==> src/rtl/io_uart.sv <==
// rtl/io_uart.sv - IO-bus UART responder: DATA/STATUS registers, TX/RX FIFOs, 8N1 serialiser
module io_uart #(
  parameter logic [15:0] BASE_ADDR    = 16'h0000,
  parameter int          CLKS_PER_BIT = 104,
  parameter int          FIFO_DEPTH   = 8
) (
  input  logic        clk,
  input  logic        reset,
  input  logic        io_read_enable,
  input  logic        io_write_enable,
  input  logic [15:0] io_address,
  input  logic [15:0] io_write_data,
  output logic [15:0] io_read_data,
  input  logic        uart_rx,
  output logic        uart_tx
);
  localparam int          AW        = $clog2(FIFO_DEPTH);
  localparam logic [15:0] BIT_END   = 16'(CLKS_PER_BIT - 1);
  localparam logic [15:0] HALF_END  = 16'(CLKS_PER_BIT / 2 - 1);
  localparam logic [15:0] STAT_ADDR = BASE_ADDR + 16'd4;

  typedef enum logic [1:0] {S_IDLE, S_START, S_DATA, S_STOP} state_t;

  logic w_sel_data, w_sel_stat, w_stat_rd, w_unused;
  assign w_sel_data = (io_address == BASE_ADDR);
  assign w_sel_stat = (io_address == STAT_ADDR);
  assign w_stat_rd  = io_read_enable && w_sel_stat;
  assign w_unused   = ^io_write_data[15:8];

  logic [7:0]  r_tx_mem [FIFO_DEPTH];
  logic [AW:0] r_tx_wp, r_tx_rp;
  logic [7:0]  r_rx_mem [FIFO_DEPTH];
  logic [AW:0] r_rx_wp, r_rx_rp;

  state_t      r_tx_state, r_rx_state;
  logic [15:0] r_tx_cnt, r_rx_cnt;
  logic [2:0]  r_tx_idx, r_rx_idx;
  logic [7:0]  r_tx_shift, r_rx_shift;
  logic        r_uart_tx, r_rx_meta, r_rx_sync, r_ovr, r_fe;
  logic [15:0] r_read_data;

  logic w_tx_empty, w_tx_full, w_tx_push, w_tx_pop, w_tx_idle;
  logic w_rx_empty, w_rx_full, w_rx_push, w_rx_pop, w_rx_done, w_ovr_set, w_fe_set;

  // Extra pointer bit distinguishes full from empty when the index bits match
  assign w_tx_empty = (r_tx_wp == r_tx_rp);
  assign w_tx_full  = (r_tx_wp[AW] != r_tx_rp[AW]) && (r_tx_wp[AW-1:0] == r_tx_rp[AW-1:0]);
  assign w_rx_empty = (r_rx_wp == r_rx_rp);
  assign w_rx_full  = (r_rx_wp[AW] != r_rx_rp[AW]) && (r_rx_wp[AW-1:0] == r_rx_rp[AW-1:0]);

  assign w_tx_pop  = !w_tx_empty &&
                     ((r_tx_state == S_IDLE) || (r_tx_state == S_STOP && r_tx_cnt == BIT_END));
  assign w_tx_push = io_write_enable && w_sel_data && (!w_tx_full || w_tx_pop);
  assign w_tx_idle = w_tx_empty && (r_tx_state == S_IDLE);

  assign w_rx_done = (r_rx_state == S_STOP) && (r_rx_cnt == BIT_END);
  assign w_rx_pop  = io_read_enable && w_sel_data && !w_rx_empty;
  assign w_rx_push = w_rx_done && r_rx_sync && (!w_rx_full || w_rx_pop);
  assign w_ovr_set = w_rx_done && r_rx_sync && w_rx_full && !w_rx_pop;
  assign w_fe_set  = w_rx_done && !r_rx_sync;

  always_ff @(posedge clk) begin
    if (w_tx_push) r_tx_mem[r_tx_wp[AW-1:0]] <= io_write_data[7:0];
    if (w_rx_push) r_rx_mem[r_rx_wp[AW-1:0]] <= r_rx_shift;
  end

  always_ff @(posedge clk) begin
    if (reset) begin
      r_tx_wp <= '0;
      r_tx_rp <= '0;
      r_rx_wp <= '0;
      r_rx_rp <= '0;
    end else begin
      if (w_tx_push) r_tx_wp <= r_tx_wp + 1'b1;
      if (w_tx_pop)  r_tx_rp <= r_tx_rp + 1'b1;
      if (w_rx_push) r_rx_wp <= r_rx_wp + 1'b1;
      if (w_rx_pop)  r_rx_rp <= r_rx_rp + 1'b1;
    end
  end

  // uart_tx changes on the same edge as every state transition, so each bit is exactly one bit period
  always_ff @(posedge clk) begin
    if (reset) begin
      r_tx_state <= S_IDLE;
      r_tx_cnt   <= '0;
      r_tx_idx   <= '0;
      r_tx_shift <= '0;
      r_uart_tx  <= 1'b1;
    end else begin
      case (r_tx_state)
        S_IDLE: begin
          r_uart_tx <= 1'b1;
          if (w_tx_pop) begin
            r_tx_shift <= r_tx_mem[r_tx_rp[AW-1:0]];
            r_tx_cnt   <= '0;
            r_uart_tx  <= 1'b0;
            r_tx_state <= S_START;
          end
        end
        S_START: begin
          if (r_tx_cnt == BIT_END) begin
            r_tx_cnt   <= '0;
            r_tx_idx   <= '0;
            r_uart_tx  <= r_tx_shift[0];
            r_tx_state <= S_DATA;
          end else r_tx_cnt <= r_tx_cnt + 16'd1;
        end
        S_DATA: begin
          if (r_tx_cnt == BIT_END) begin
            r_tx_cnt <= '0;
            if (r_tx_idx == 3'd7) begin
              r_uart_tx  <= 1'b1;
              r_tx_state <= S_STOP;
            end else begin
              r_tx_idx   <= r_tx_idx + 3'd1;
              r_tx_shift <= {1'b0, r_tx_shift[7:1]};
              r_uart_tx  <= r_tx_shift[1];
            end
          end else r_tx_cnt <= r_tx_cnt + 16'd1;
        end
        S_STOP: begin
          if (r_tx_cnt == BIT_END) begin
            r_tx_cnt <= '0;
            if (w_tx_pop) begin
              r_tx_shift <= r_tx_mem[r_tx_rp[AW-1:0]];
              r_uart_tx  <= 1'b0;
              r_tx_state <= S_START;
            end else r_tx_state <= S_IDLE;
          end else r_tx_cnt <= r_tx_cnt + 16'd1;
        end
        default: r_tx_state <= S_IDLE;
      endcase
    end
  end

  always_ff @(posedge clk) begin
    if (reset) begin
      r_rx_meta  <= 1'b1;
      r_rx_sync  <= 1'b1;
      r_rx_state <= S_IDLE;
      r_rx_cnt   <= '0;
      r_rx_idx   <= '0;
      r_rx_shift <= '0;
    end else begin
      r_rx_meta <= uart_rx;
      r_rx_sync <= r_rx_meta;
      case (r_rx_state)
        S_IDLE: begin
          r_rx_cnt <= '0;
          if (!r_rx_sync) r_rx_state <= S_START;
        end
        S_START: begin
          // Mid-start-bit recheck rejects glitches shorter than half a bit
          if (r_rx_cnt == HALF_END) begin
            r_rx_cnt   <= '0;
            r_rx_idx   <= '0;
            r_rx_state <= r_rx_sync ? S_IDLE : S_DATA;
          end else r_rx_cnt <= r_rx_cnt + 16'd1;
        end
        S_DATA: begin
          if (r_rx_cnt == BIT_END) begin
            r_rx_cnt   <= '0;
            r_rx_shift <= {r_rx_sync, r_rx_shift[7:1]};
            if (r_rx_idx == 3'd7) r_rx_state <= S_STOP;
            else r_rx_idx <= r_rx_idx + 3'd1;
          end else r_rx_cnt <= r_rx_cnt + 16'd1;
        end
        S_STOP: begin
          if (r_rx_cnt == BIT_END) begin
            r_rx_cnt   <= '0;
            r_rx_state <= S_IDLE;
          end else r_rx_cnt <= r_rx_cnt + 16'd1;
        end
        default: r_rx_state <= S_IDLE;
      endcase
    end
  end

  // Sticky flags: a set event in the same cycle as the STATUS-read clear wins
  always_ff @(posedge clk) begin
    if (reset) begin
      r_ovr       <= 1'b0;
      r_fe        <= 1'b0;
      r_read_data <= '0;
    end else begin
      r_ovr <= w_ovr_set || (r_ovr && !w_stat_rd);
      r_fe  <= w_fe_set  || (r_fe  && !w_stat_rd);
      if (io_read_enable && w_sel_data)
        r_read_data <= w_rx_empty ? 16'h0000 : {8'h00, r_rx_mem[r_rx_rp[AW-1:0]]};
      else if (w_stat_rd)
        r_read_data <= {11'd0, r_fe, w_tx_idle, r_ovr, !w_tx_full, !w_rx_empty};
    end
  end

  assign io_read_data = r_read_data;
  assign uart_tx      = r_uart_tx;
endmodule
==> config.mk <==
export PLATFORM = sky130hd
export DESIGN_NAME = io_uart
export DESIGN_NICKNAME = d
export VERILOG_FILES = /design/src/rtl/io_uart.sv
export SDC_FILE = /design/constraint.sdc
export NUM_CORES = 1
export LEC_CHECK = 0
export CAP_MARGIN = 20
export CELL_PAD_IN_SITES_DETAIL_PLACEMENT = 1
export CELL_PAD_IN_SITES_GLOBAL_PLACEMENT = 2
export CORE_MARGIN = 2
export CORE_UTILIZATION = 38
export DETAILED_ROUTE_END_ITERATION = 7
export HOLD_SLACK_MARGIN = 0.12
export PLACE_DENSITY = 0.83
export SLEW_MARGIN = 20
export SYNTH_ARGS = -nofsm -noshare
export SYNTH_HDL_FRONTEND = slang
export SYNTH_SLANG_ARGS = --single-unit
==> constraint.sdc <==
create_clock -name clk -period 3.15 [get_ports clk]
set_clock_uncertainty 0.2 [all_clocks]
set_input_delay 0.315 -clock clk [delete_from_list [all_inputs] [get_ports clk]]
set_output_delay 0.315 -clock clk [all_outputs]
set_load 0.02 [all_outputs]
---- After elaboration in Yosys (flattened, before gate mapping) ----
Memory sizes are Yosys's and may differ from the RTL's. A register that Yosys moved wholly into a read port is not among the register bits.
Cells that the tools add are included.
storage, ports and cells
  flip-flop bits (word level) ............. 95
  input port bits ......................... 37
  output and inout port bits .............. 17
  memories ................................ 2
  word-level logic and storage cells ...... 156
  bits in writable memories ............... 128
cells by class
  reductions and logical operators ........ 46
  multiplexer cells ....................... 51
  add/sub/neg operators ................... 8
  equality and inequality tests ........... 31
memories
  name      depth  bits a word  read ports  clocked after Yosys merged registers in  write ports  RTL line  text
  r_rx_mem  8      8            1           1                                        1            32        logic [7:0] r_rx_mem [FIFO_DEPTH];
  r_tx_mem  8      8            1           1                                        1            30        logic [7:0] r_tx_mem [FIFO_DEPTH];
operators with widths
  operator                                                                count
  16-bit two-way mux                                                      6
  16-bit case mux with 3 select lines                                     1
  8-bit two-way mux                                                       5
  16-bit by 1-bit adder with 16-bit output, second input constant         2
  16-bit by 7-bit equality test with 1-bit output, second input constant  2
  16-bit case mux with 2 select lines                                     1
  3-bit two-way mux                                                       10
  8-bit case mux with 3 select lines                                      1
  2-bit two-way mux                                                       11
  2-bit inequality test, second input constant                            11
  1-bit logical AND                                                       18
  4-bit by 1-bit adder with 4-bit output, second input constant           4
  16-bit by 3-bit equality test with 1-bit output, second input constant  1
  16-bit by 6-bit equality test with 1-bit output, second input constant  1
  16-bit logical NOT                                                      1
  2-bit case mux with 4 select lines                                      2
  4-bit AND reduction                                                     4
  3-bit case mux with 2 select lines                                      2
  1-bit two-way mux                                                       11
  5-bit AND reduction                                                     2
  2-bit equality test, second input constant                              4
  4-bit equality test                                                     2
  1-bit logical NOT                                                       7
  3-bit by 1-bit adder with 3-bit output, second input constant           2
  13 further kinds                                                        25

---- Depth between registers and ports, before layout ----
  word-level depth ........................ 8
  depth in mapped cells ................... 9
  mapped depth without buffers ............ 7

---- Worst setup path after synthesis ----
Ideal clock, no wire load.
  path kind ............................... register to register
  from .................................... register r_tx_state[0]
  to ...................................... memory r_tx_mem[0][0] (enable)
  slack ................................... 0.022 ns
  data arrival time ....................... 2.543 ns
  buffers on the path ..................... 0
  stages on the path, launching flop included .. 7
  required time ........................... 2.565 ns
  setup time .............................. 0.385 ns
  clock period less this slack ............ 3.128 ns
  cells stage by stage .................... dfxtp_1 > ha_1 > or4b_2 > nor4_4 > nor3_2 > nor3_1 > nor3b_1
between the ends
  cells in the longest elaborated chain, start to end .. 8
  elaborated cells on any way between the ends .. 9
  those cells by class .................... eq/ne: 1; mux: 2; reduce/logical: 6
ends and longest elaborated chain
  element                                    RTL line  text
  start: declaration                         35        state_t r_tx_state, r_rx_state;
  start signal: assignment                   84        r_tx_state <= S_IDLE;
  start signal: assignment                   97        r_tx_state <= S_START;
  start signal: assignment                   105       r_tx_state <= S_DATA;
  2-bit equality test                        52        ((r_tx_state == S_IDLE) || (r_tx_state == S_STOP && r_tx_cnt == BIT_END));
  1-bit logical AND                          52
  1-bit logical OR *                         52
  1-bit logical AND *                        51        assign w_tx_pop = !w_tx_empty &&
  1-bit logical OR *                         53        assign w_tx_push = io_write_enable && w_sel_data && (!w_tx_full || w_tx_pop);
  1-bit logical AND *                        53
  1-bit two-way mux *                        63        if (w_tx_push) r_tx_mem[r_tx_wp[AW-1:0]] <= io_write_data[7:0];
  1-bit two-way mux (not written as such) *  63
  end: declaration                           30
Mark *: on every way between the ends. The rest lies on a longest branch, timed or not.

---- Worst setup path after layout ----
  from .................................... register r_tx_state[1]
  to ...................................... memory r_tx_mem[3][5] (enable)
The elaborated chain is that of the path after synthesis.

==> implementation parameters <==
Parameter                              Value

Worst setup path
  Worst path cell trace ... ha_1, or4b_2, nor4_4, or3_1, nand3_1, nor3b_1, buf_4
  CP Capture Type ... flip-flop
  Startpoint type of the worst setup path ... flip-flop
  Maximum single-stage delay on the critical path ... ~0.63 ns
  Worst Path Class, Setup ... reg -> reg
  Library cell contributing the largest single delay on the critical path ... sky130_fd_sc_hd__or4b_2
  Worst path required time ... between 3 and 4 ns
  Crit-path max FO ... 8
  Critical path arrival ... just under 3 ns

Global routing
  Largest net degree at the start of global routing ... 66
  Overflow left after global routing ... 0
  Initial antenna violation count ... 0
  Vias in the first global route ... 6,530
  First-pass GRT wire length ... between 30 and 40 mm
  Global router's overall resource usage ... 0.164

Drt
  Average detailed-routed wire length per instance ... about 19 µm
  Post-route DRC violation count ... 0
  Ratio of routed vias to standard cells ... between 5 and 6
  Number of nets with antenna violations after detailed routing ... 0
  First-iteration detailed-routing DRC count ... around 350
  DR vias ... approximately 6.1k
  Router iterations before antenna repair ... 4
  WL final ... 21.2 mm

CTS
  Clock latency reported for the late side of the worst-skew pair ... roughly 0.52 ns
  # H-tree levels ... 1
  TritonCTS clock tree ... yes
  Number of CTS-inserted buffers ... 25
  Clock Pin Slew Worst Setup and Hold Paths ... about 0.060 ns
  CTS max path bufs ... 3
  Root buf cell ... sky130_fd_sc_hd__clkbuf_16
  Clk sink count ... 221

Synth
  Gate count of the mapped netlist ... between 700 and 800
  Most instantiated flip-flop cell in the synthesis netlist ... sky130_fd_sc_hd__edfxtp_1
  Synth top area share ... 0.406
  Mapped Avg Cell Area ... between 10 and 15 µm²
  Area contributors post-synth ... sky130_fd_sc_hd__edfxtp_1 41%, sky130_fd_sc_hd__dfxtp_1 20%, sky130_fd_sc_hd__mux4_2 7.9%
  Count of different cell masters after synthesis ... between 70 and 80
  Yosys reg bits ... between 200 and 250
  Cell taking the most area after synthesis ... sky130_fd_sc_hd__edfxtp_1
  EDFF count, synth ... approximately 130
  Number of warnings issued by yosys ... 0
  Post-synthesis instance area ... 9470 µm²
  Async set or reset register ratio after synthesis ... 0
  Sequential-to-total area share from yosys stat ... 0.603

Final layout
  Post-layout util ... 0.458
  Post-Layout Cell Count ... ~1.1k
  # diodes ... 0
  Layout Area Growth over Synthesis ... 18.1%
  Final Cell Area ... roughly 11,000 µm²
  Share of cells above drive strength 1 ... 0.167
  NumNets Final ... 840
  Final-layout fill cell count ... around 2.5k

STA
  Worst slack on hold paths ... roughly 0.17 ns
  Final Max Tran Viols ... 0
  Final-layout setup total negative slack ... 0 ns
  Highest Clock Rate ... about 340 MHz
  Setup repair after global routing missed its margin ... no
  Share of the cycle needed by the critical path after routing ... 0.925
  Setup-failing EPs final ... 0
  Count of endpoints failing hold in the final timing report ... 0
  Max_slew headroom ... 0.452
  Period minus WS final ... around 3 ns
  Minimum setup slack in the final design ... 0.237 ns
  Transition time at the pin with the least slew margin ... 0.820 ns

Die
  Boundary Pins ... 54
  Core ar. ... around 24,000 µm²
  # rows ... between 50 and 60
  Horizontal die dimension ... approximately 160 µm
  Starting utilization of the core area ... 0.388
  Die height ... between 150 and 200 µm
  Floorplan die area ... about 26,000 µm²

Placed design
  Minimum setup slack after placement ... between 0.07 and 0.08 ns
  Sum of net half-perimeters after detailed placement ... about 14 mm
  Gpl congestion ... 0.772
  Total cell area at the placement stage ... 10,300 µm²
  Number of port buffers ... 37
  Number of placed cells counting well taps ... roughly 1.1k

Pwr
  VDD IR max ... roughly 0.48 mV
  Post-route total power ... about 7 mW
  Static Leakage ... around 3.6 nW
  Cell Pwr Density ... ~630 nW/µm²

Hold path
  Path category of the worst min-delay check ... in -> reg

Run
  Number of max-capacitance violations reported ... 0

Run status
  Result of the run ... completed
==> cells by family after synthesis <==
kind of cell    synth area share
simple gates               0.136
flops                      0.603
compound gates            0.0728
mux                        0.119
buf+inv                   0.0283
xor+xnor                  0.0222
fa+ha+maj                 0.0185
other cells             0.000396
==> sequential cells by signal, indices dropped and copies added (netlist names), 2 cells and up, named ones only <==
name          count
r_tx_shift        8
r_tx_mem         64
r_tx_state        2
r_tx_idx          3
r_tx_wp           4
r_rx_idx          3
r_rx_shift        8
r_rx_mem         64
r_rx_cnt         16
r_tx_cnt         16
r_rx_wp           4
r_rx_rp           4
r_tx_rp           4
io_read_data      8
==> synth_stat cells, types with 11 or more instances <==
cell type	count
sky130_fd_sc_hd__edfxtp_1	128
sky130_fd_sc_hd__dfxtp_1	93
sky130_fd_sc_hd__nor2_1	69
sky130_fd_sc_hd__nand2_1	46
sky130_fd_sc_hd__mux4_2	33
sky130_fd_sc_hd__mux2i_1	29
sky130_fd_sc_hd__nand3_1	29
sky130_fd_sc_hd__clkbuf_1	26
sky130_fd_sc_hd__a21oi_1	23
sky130_fd_sc_hd__nor3_1	17
sky130_fd_sc_hd__o21ai_0	16
sky130_fd_sc_hd__ha_1	14
sky130_fd_sc_hd__inv_1	14
sky130_fd_sc_hd__nand4_1	12
sky130_fd_sc_hd__xnor2_1	12
sky130_fd_sc_hd__xor2_1	12
sky130_fd_sc_hd__or3_1	11
==> per-layer routing <==
layer,track usage,up-vias,part of all wire
met5,0,-,0
met4,0.0410,0,0.017
met3,0.0255,30,0.041
met2,0.291,103,0.50
met1,0.211,3046,0.44
li1,-,2881,-
==> where the power goes <==
| part | switching [mW] | leakage (nW) | internal [mW] |
|---|---|---|---|
| clock | 1.17 | 0.413 | 1.87 |
| combinational | 0.451 | 1.32 | 0.367 |
| sequential | 0.0560 | 1.92 | 3.10 |
==> worst max-delay path: cells and delay by family, from the launching register on <==
family	cells	cell delay [ns]
DFF	1	0.39
adders and majority gates	1	0.24
and+or+nand+nor	5	1.54
buffers and inverters	1	0.23
==> worst paths after layout <==
| check | slack (ns) | cells after the start | start | to |
|---|---|---|---|---|
| setup reg to reg | 0.24 | 7 | r_tx_state[1]$_SDFFE_PP0P_ | r_tx_mem[3][5]$_DFFE_PP_ |
| hold reg to reg | 0.23 | 1 | r_rx_meta$_SDFF_PP1_ | r_rx_sync$_SDFF_PP1_ |
| hold / removal | 0.17 | 2 | uart_rx | r_rx_meta$_SDFF_PP1_ |
| setup / recovery | 0.24 | 7 | r_tx_state[1]$_SDFFE_PP0P_ | r_tx_mem[3][5]$_DFFE_PP_ |
==> final cells by class <==
type                    count  area (µm²)  share of cell area
clock buffers              26         629              0.0563
clock inverters            20         244              0.0218
inverters                  15        56.3             0.00504
multi-input cells         459        3540               0.316
flip-flops and latches    221        5710               0.510
well taps                 324         405              0.0363
repair buffers             67         606              0.0542
==> cell usage in the layout (no fill, tap or decap), types with 23 or more instances in the layout <==
cell type / n
sky130_fd_sc_hd__a21oi_1: 23
sky130_fd_sc_hd__buf_4: 28
sky130_fd_sc_hd__clkbuf_16: 25
sky130_fd_sc_hd__clkdlybuf4s50_1: 36
sky130_fd_sc_hd__dfxtp_1: 93
sky130_fd_sc_hd__edfxtp_1: 128
sky130_fd_sc_hd__mux2i_1: 29
sky130_fd_sc_hd__mux4_2: 33
sky130_fd_sc_hd__nand2_1: 46
sky130_fd_sc_hd__nand3_1: 29
sky130_fd_sc_hd__nor2_1: 69
==> repair_timing <==
| item | 4_1_cts | 5_1_grt |
|---|---|---|
| gates resized for setup | 0 | 2 |
| setup buffers | 0 | 0 |
| endpoints found under the setup margin | 0 | 55 |
| hold endpoints to repair | 1 | 0 |
| hold buffers | 1 | 0 |
(Power assumes the default switching activity.)
